File: src/rtl/jk_excitation_driver_pkg.sv
// Shared types and JK code points for the JK flop-bank excitation driver.
package jk_drv_pkg;

    typedef enum logic [1:0] {
        IDLE  = 2'd0,
        DRIVE = 2'd1,
        CHECK = 2'd2
    } drv_state_e;

    // {J,K} pairs as presented to one flop
    localparam logic [1:0] JK_HOLD = 2'b00;
    localparam logic [1:0] JK_RST  = 2'b01;
    localparam logic [1:0] JK_SET  = 2'b10;
    localparam logic [1:0] JK_TGL  = 2'b11;

endpackage

File: src/rtl/jk_excitation_driver_if.sv
// Target handshake and transaction status between a requester and the JK excitation driver.
interface jk_excitation_driver_if #(
    parameter int WIDTH = 8
);
    logic             tgt_valid;
    logic             tgt_ready;
    logic [WIDTH-1:0] tgt_data;
    logic             busy;
    logic             done;
    logic             err;

    modport master (
        output tgt_valid, tgt_data,
        input  tgt_ready, busy, done, err
    );

    modport slave (
        input  tgt_valid, tgt_data,
        output tgt_ready, busy, done, err
    );
endinterface

File: src/rtl/jk_excitation_driver_enc.sv
// Single-bit JK excitation encoder: picks {J,K} that moves q_now to q_next.
// Build option JK_TOGGLE_EN encodes every change as a toggle instead of set/reset.
module jk_excite_enc
    import jk_drv_pkg::*;
(
    input  logic       q_now,
    input  logic       q_next,
    output logic [1:0] jk
);

`ifdef JK_TOGGLE_EN
    always_comb begin
        jk = (q_now != q_next) ? JK_TGL : JK_HOLD;
    end
`else
    always_comb begin
        jk = JK_HOLD;
        if (!q_now && q_next)
            jk = JK_SET;
        else if (q_now && !q_next)
            jk = JK_RST;
    end
`endif

endmodule

File: src/rtl/jk_excitation_driver.sv
// Controller for a bank of JK flops: encodes a target word into a one-cycle J/K
// pulse, then watches Q until it matches or the settle budget runs out (JK_TOGGLE_EN selects encoding).
module jk_excitation_driver
    import jk_drv_pkg::*;
#(
    parameter int WIDTH      = 8,
    parameter int SETTLE_CYC = 4
) (
    input  logic                  clk,
    input  logic                  rst_n,
    jk_excitation_driver_if.slave tgt,
    input  logic [WIDTH-1:0]      q_fb,
    output logic [WIDTH-1:0]      j_out,
    output logic [WIDTH-1:0]      k_out
);

    localparam int CNT_W = $clog2(SETTLE_CYC + 1);
    localparam logic [CNT_W-1:0] CNT_LIM = CNT_W'(SETTLE_CYC);

    drv_state_e       state_reg, state_next;
    logic [WIDTH-1:0] tgt_reg, tgt_next;
    logic [WIDTH-1:0] j_reg, j_next;
    logic [WIDTH-1:0] k_reg, k_next;
    logic [CNT_W-1:0] cnt_reg, cnt_next, cnt_inc;
    logic             done_reg, done_next;
    logic             err_reg, err_next;
    logic [WIDTH-1:0] j_enc, k_enc;

    generate
        for (genvar gi = 0; gi < WIDTH; gi++) begin : g_enc
            logic [1:0] jk_bit;
            jk_excite_enc u_enc (
                .q_now  (q_fb[gi]),
                .q_next (tgt.tgt_data[gi]),
                .jk     (jk_bit)
            );
            assign j_enc[gi] = jk_bit[1];
            assign k_enc[gi] = jk_bit[0];
        end
    endgenerate

    assign cnt_inc = (cnt_reg == CNT_LIM) ? cnt_reg : cnt_reg + 1'b1;

    always_comb begin
        state_next = state_reg;
        tgt_next   = tgt_reg;
        j_next     = '0;
        k_next     = '0;
        cnt_next   = cnt_reg;
        done_next  = 1'b0;
        err_next   = err_reg;
        unique case (state_reg)
            IDLE: begin
                if (tgt.tgt_valid) begin
                    tgt_next   = tgt.tgt_data;
                    j_next     = j_enc;
                    k_next     = k_enc;
                    err_next   = 1'b0;
                    state_next = DRIVE;
                end
            end
            // J/K are only ever non-zero in this single cycle; a second toggle would undo the first
            DRIVE: begin
                cnt_next   = '0;
                state_next = CHECK;
            end
            CHECK: begin
                if (q_fb == tgt_reg) begin
                    done_next  = 1'b1;
                    state_next = IDLE;
                end else begin
                    cnt_next = cnt_inc;
                    if (cnt_inc == CNT_LIM) begin
                        done_next  = 1'b1;
                        err_next   = 1'b1;
                        state_next = IDLE;
                    end
                end
            end
            default: state_next = IDLE;
        endcase
    end

    always_ff @(posedge clk or negedge rst_n) begin
        if (!rst_n) begin
            state_reg <= IDLE;
            tgt_reg   <= '0;
            j_reg     <= '0;
            k_reg     <= '0;
            cnt_reg   <= '0;
            done_reg  <= 1'b0;
            err_reg   <= 1'b0;
        end else begin
            state_reg <= state_next;
            tgt_reg   <= tgt_next;
            j_reg     <= j_next;
            k_reg     <= k_next;
            cnt_reg   <= cnt_next;
            done_reg  <= done_next;
            err_reg   <= err_next;
        end
    end

    assign j_out         = j_reg;
    assign k_out         = k_reg;
    assign tgt.tgt_ready = (state_reg == IDLE);
    assign tgt.busy      = (state_reg != IDLE);
    assign tgt.done      = done_reg;
    assign tgt.err       = err_reg;

endmodule

File: src/flat_wrapper.sv
// flat-port wrapper written by rule: the top's interface ports become plain ports
module jk_excitation_driver_flat import jk_drv_pkg::*;
#(
    parameter int WIDTH      = 8,
    parameter int SETTLE_CYC = 4
)
  (clk, rst_n, q_fb, j_out, k_out, tgt_tgt_valid, tgt_tgt_data, tgt_tgt_ready, tgt_busy, tgt_done, tgt_err);
  jk_excitation_driver_if #(.WIDTH(WIDTH)) tgt_i ();
  input  logic clk;
  input  logic rst_n;
  input  logic [WIDTH-1:0] q_fb;
  output logic [WIDTH-1:0] j_out;
  output logic [WIDTH-1:0] k_out;
  input wire logic [$bits(tgt_i.tgt_valid)-1:0] tgt_tgt_valid;
  input wire logic [$bits(tgt_i.tgt_data)-1:0] tgt_tgt_data;
  output wire logic [$bits(tgt_i.tgt_ready)-1:0] tgt_tgt_ready;
  output wire logic [$bits(tgt_i.busy)-1:0] tgt_busy;
  output wire logic [$bits(tgt_i.done)-1:0] tgt_done;
  output wire logic [$bits(tgt_i.err)-1:0] tgt_err;
  assign tgt_i.tgt_valid = tgt_tgt_valid;
  assign tgt_i.tgt_data = tgt_tgt_data;
  assign tgt_tgt_ready = tgt_i.tgt_ready;
  assign tgt_busy = tgt_i.busy;
  assign tgt_done = tgt_i.done;
  assign tgt_err = tgt_i.err;
  jk_excitation_driver #(.WIDTH(WIDTH), .SETTLE_CYC(SETTLE_CYC)) u_core (.clk(clk), .rst_n(rst_n), .tgt(tgt_i), .q_fb(q_fb), .j_out(j_out), .k_out(k_out));
endmodule
File: config.mk
export PLATFORM = sky130hd
export DESIGN_NAME = jk_excitation_driver_flat
export DESIGN_NICKNAME = d
export VERILOG_FILES = /design/src/rtl/jk_excitation_driver_pkg.sv /design/src/rtl/jk_excitation_driver_if.sv /design/src/rtl/jk_excitation_driver_enc.sv /design/src/rtl/jk_excitation_driver.sv /design/src/flat_wrapper.sv
export SDC_FILE = /design/constraint.sdc
export NUM_CORES = 1
export LEC_CHECK = 0
export CAP_MARGIN = 20
export CORE_MARGIN = 3
export CORE_UTILIZATION = 25
export CTS_BUF_LIST = sky130_fd_sc_hd__clkbuf_8 sky130_fd_sc_hd__clkbuf_16
export CTS_CLUSTER_SIZE = 20
export DETAILED_ROUTE_END_ITERATION = 7
export GPL_TIMING_DRIVEN = 0
export PLACE_DENSITY = 0.55
export SYNTH_ARGS = -nofsm -noshare
export SYNTH_HDL_FRONTEND = slang
export SYNTH_SLANG_ARGS = --single-unit
File: constraint.sdc
create_clock -name clk -period 4.48 [get_ports clk]
set_input_delay 0.896 -clock clk [delete_from_list [all_inputs] [get_ports clk]]
set_output_delay 0.896 -clock clk [all_outputs]
set_load 0.005 [all_outputs]
# --- After elaboration in Yosys (flattened, before gate mapping) ---
# Index checks and enable logic that the tools add are counted.
totals:
  ff_bits: 31
  inputBits: 19
  out_inout_bits: 20
classes:
  addsub: 1
  n_eq_ne: 9
  muxes: 34
  reduce_logical: 40
op_table:
  columns: ["op", "count"]
  rows:
  - ["2-to-1 mux 8 bit", 4]
  - ["2-to-1 mux 2 bit", 11]
  - ["logical AND 1 bit", 16]
  - ["logical NOT 1 bit", 16]
  - ["2-to-1 mux 1 bit", 14]
  - ["equality test 8 bit", 1]
  - ["equality test 3 bit, second input constant", 2]
  - ["2-to-1 mux 3 bit", 2]
  - ["case mux 2 bit (3 select lines)", 1]
  - ["case mux 3 bit (2 select lines)", 1]
  - ["AND reduction 2 bit", 3]
  - ["nonzero test 2 bit", 3]
  - ["inequality test 2 bit, second input constant", 2]
  - ["AND reduction 4 bit", 1]
  - ["adder 3 x 1 -> 3 bit, second input constant", 1]
  - ["inequality test 3 x 1 -> 1 bit, second input constant", 1]
  - ["equality test 2 x 1 -> 1 bit, second input constant", 1]
  - ["equality test 2 bit, second input constant", 1]
  - ["logical NOT 2 bit", 1]
  - ["inequality test 2 x 1 -> 1 bit, second input constant", 1]
  - ["case mux 1 bit (2 select lines)", 1]

# --- Depth between registers and ports, before layout ---
depth:
  depth_word: 6
  depth_mapped: 7
  depth_no_buf: 7

# --- By module ---
# Synthesis repeated with hierarchy kept, for this count alone.
hier_totals:
  hier_cells: 127
  hier_area_um2: 1443.9
modules_own_cells:
  columns: ["mod", "n_inst", "cells_per_inst", "area_per_inst_um2", "seq_area_each_um2"]
  rows:
  - ["jk_excitation_driver", 1, 111, 1323.8, 775.7]
  - ["jk_excite_enc", 8, 2, 15.0, 0.0]

# --- Least setup slack after synthesis ---
# No wires, ideal clock.
synth_timing:
  path_kind: "in2reg"
  from: "input port q_fb[2]"
  to: "register u_core.state_reg[1]"
  t_arrival_ns: 1.843
  path_slack_ns: 2.517
  cell_stages: 5
  n_path_buf: 0
  cell_sequence: "xor2_1 > nor4_1 > nand2_1 > and2_4 > a31o_1"
synth_between:
  elab_chain_len: 3
synth_rtl:
  columns: ["item", "line_no", "rtl"]
  rows:
  - ["start: declaration", "flat_wrapper.sv:11", "input logic [WIDTH-1:0] q_fb;"]
  - ["equality test 8 bit (*)", "jk_excitation_driver.sv:68", "if (q_fb == tgt_reg) begin"]
  - ["2-to-1 mux 2 bit or inequality test 3 x 1 -> 1 bit (tied branches)", null, null]
  - ["case mux 2 bit (3 select lines) or AND reduction 2 bit (tied branches)", null, null]
  - ["end signal: assignment", "jk_excitation_driver.sv:94", "state_reg <= state_next;"]
  - ["end: declaration", "jk_excitation_driver.sv:20", "drv_state_e state_reg, state_next;"]
# Every way passes the cells marked *; elsewhere a longest branch is shown, timed or not.
# A chain may end at the register's enable or synchronous reset.

# --- Final worst setup path ---
# Same ends and word-level chain as after synthesis.

==> results.md <==
- Status: finished clean
- Starting Density: 26.62%
- Fmax: 0.4204 GHz
- Total number of vias: 951
- CTS HTree Levels: 2
- Yosys cell types: 25
- Clock buffer count from CTS: 5
- Synthesized Nets: 122
- Wire per inst: 12.89 µm
- Leakage Power: 0.7862 nW
- Hold Crit Start: u_core.tgt.err
- Post-cts resize count: 0
- Post-Layout Cell Count: 215
- Share of the synthesized area in the top cell type: 59.73%
- Synth Warn #: 0
- Clock Skew: 0.004424 ns
- Die height: 78.08 µm
- Commonest non-fill, non-tap cells in the layout: clkdlybuf4s50_1 (38), dfrtp_1 (31), nor3b_1 (17)
- Fin. Hold Viols: 0
- Slack of the worst reg-to-reg path: 2.83 ns
- Pin count of the biggest net entering global routing: 20
- # diodes: 0
- Startpoint types: primary input
- Power density over the cells: 517.3 nW/µm²
- Worst Path Required: 4.65 ns
- Worst hold-check path type: reg2reg
- GR Layer Usage met1: 11.46%
- Final worst-path cycle share: 53.10%
- ANT nets after route: 0
- # clock sinks: 31
- Crit path kind: in2reg
- GR Util All Layers: 10.14%
- Xor and xnor area share after synthesis: 5.395%
- IO Count: 39
- # nets final: 168
- Leading post-synthesis cells by cell area: dfrtp_1 (60%), nor3b_1 (9.8%), mux2_2 (6.9%)
- Clock slew at reported path FFs: 0.06 ns
- Seq/Total Area, Yosys: 59.73%
- Relative slew slack: 41.10%
- Worst setup EP type: flip-flop
- First-pass DRT Iterations: 4
- CTS tree: built
- RSZ-0062 raised after global routing: no
- WHS Endpoint: u_core.tgt.err
- Setup bufs post-CTS: 0
- Final setup fails: 0
- Min Clock Period, post-route: 2.379 ns
- Port Buffers: 38
- Layout cells sized above 1: 14.19%
- Biggest area consumer among synthesized cells: dfrtp_1
- First-pass GRT wire length: 4.754 mm
- Post-Syn Area: 1299 µm²
- Worst-path fanout max: 8
- Clock buffer depth: 2
- Data arrival, critical path: 2.55 ns
- Vias in the first global route: 1021
- Cells after Synth: 101
- Die area: 6096 µm²
- Slew of the pin with the lowest slew margin: 0.8808 ns
- Compound-Gate Fraction of Synth Area: 6.455%
- Dpl cells: 207
- DP HPWL: 2.111 mm
- Row Count: 25
- GR peak layer: met2
- Drt via density: 4.423
- Hold path cells: 1
- Initial antenna violation count: 0
- R2r worst-path depth: 5
- Drt first-iter violations: 40
- Fin Setup TNS: 0 ns
- Core Region: 4880 µm²
- Post-Synth Simple-Gate Area: 17.44%
- Peak supply drop: 171.0 µV
- Mux cell area share after synthesis: 6.936%
- Grt ovf: 0
- Synth Register Bits: 31
- Mean Syn Cell Area: 12.86 µm²
- Origin of the critical flop-to-flop path: u_core.tgt_reg[1]
- Largest family of logic cells by synthesized area: simple AND/OR/NAND/NOR gates
- Max-Cap Viols: 0
- Adder-cell share of the synthesized area: 1.927%
- Root buffer cell: clkbuf_8
- Routability cong.: 0.7197
- Met3 Track Usage GR: 4.931%
- Routed WL: 2.771 mm
- Max Slew Vio Count: 0
- # hold bufs at CTS: 0
- Worst-skew pair later-pin latency: 0.28 ns
- Residual DRC: 0
- Layout area overhead: 44.60%
- M2 GR Usage: 16.61%
- Most common cell after layout, fill and taps aside: clkdlybuf4s50_1
- Critical R2R Capture: u_core.state_reg[1]
- Die Width: 78.08 µm
==> stage by stage <==
step	setup slack [ns]	utilization, %	power, W	hold slack, ns	instance area, µm²
floorplan	2.517	-	0.0006080	0.4893	1299
global placement	1.829	36.13	0.0007313	0.5027	1763
detailed placement	1.786	36.44	0.0007473	0.4941	1778
CTS	2.089	38.49	0.0009893	0.5091	1878
global route	1.934	38.49	0.001043	0.5391	1878
finish	2.101	38.49	0.0009715	0.5022	1878
==> worst max path at each step <==
stage,startpoint,end,slack [ns],depth (start not counted)
finish,q_fb[2],u_core.state_reg[1],2.10,6
global route,q_fb[2],u_core.cnt_reg[0],1.93,6
CTS,q_fb[2],u_core.state_reg[1],2.09,6
detailed placement,q_fb[2],u_core.state_reg[1],1.79,6
global placement,q_fb[2],u_core.state_reg[1],1.83,6
floorplan,q_fb[2],u_core.state_reg[1],2.52,5
==> critical path, cell delays in order <==
cell and delay [ns]:
clkdlybuf4s50_1 0.46, xor2_1 0.18, nor4_1 0.32, nand2_1 0.25, and2_4 0.23, a31o_1 0.21
==> metal layers <==
layer	wire, µm	share of wire, %
met3	205	7.4
met2	1369	49
met5	0	0
met4	30	1.1
met1	1166	42
==> cell type report <==
type                       count  area [µm²]
clock inverter                 1       3.754
multi-input combinational     63       495.5
fill                         500        3002
buffer                         2       8.758
inverter                       5       18.77
timing repair buffer          39       395.4
clock buffer                   7       96.34
tap                           67       83.83
sequential                    31       775.7
==> synthesized netlist by cell type <==
cell type / n
dfrtp_1: 31
nor3b_1: 17
mux2_2: 8
xor2_1: 8
inv_1: 5
nand2_1: 5
nand3_1: 4
nor2_1: 4
ha_1: 2
nor4_1: 2
a211oi_1: 1
a21boi_0: 1
a21oi_1: 1
a311o_1: 1
a31o_1: 1
a31oi_1: 1
a32o_1: 1
and2_4: 1
and3_4: 1
buf_2: 1
clkbuf_1: 1
nand2b_1: 1
nor2b_1: 1
o311ai_2: 1
o31ai_2: 1
==> cells by family after synthesis <==
family          count (synthesis)
buf+inv                         7
simple gates                   36
mux                             8
compound gates                  9
flops                          31
xor+xnor                        8
fa+ha+maj                       2
==> report_power, final <==
part           internal (W)  switching (W)
registers          0.000355      0.0000558
clock network      0.000138      0.0000975
logic              0.000184       0.000141
total              0.000677       0.000295
No activity file was read; power rests on OpenSTA's default activity.
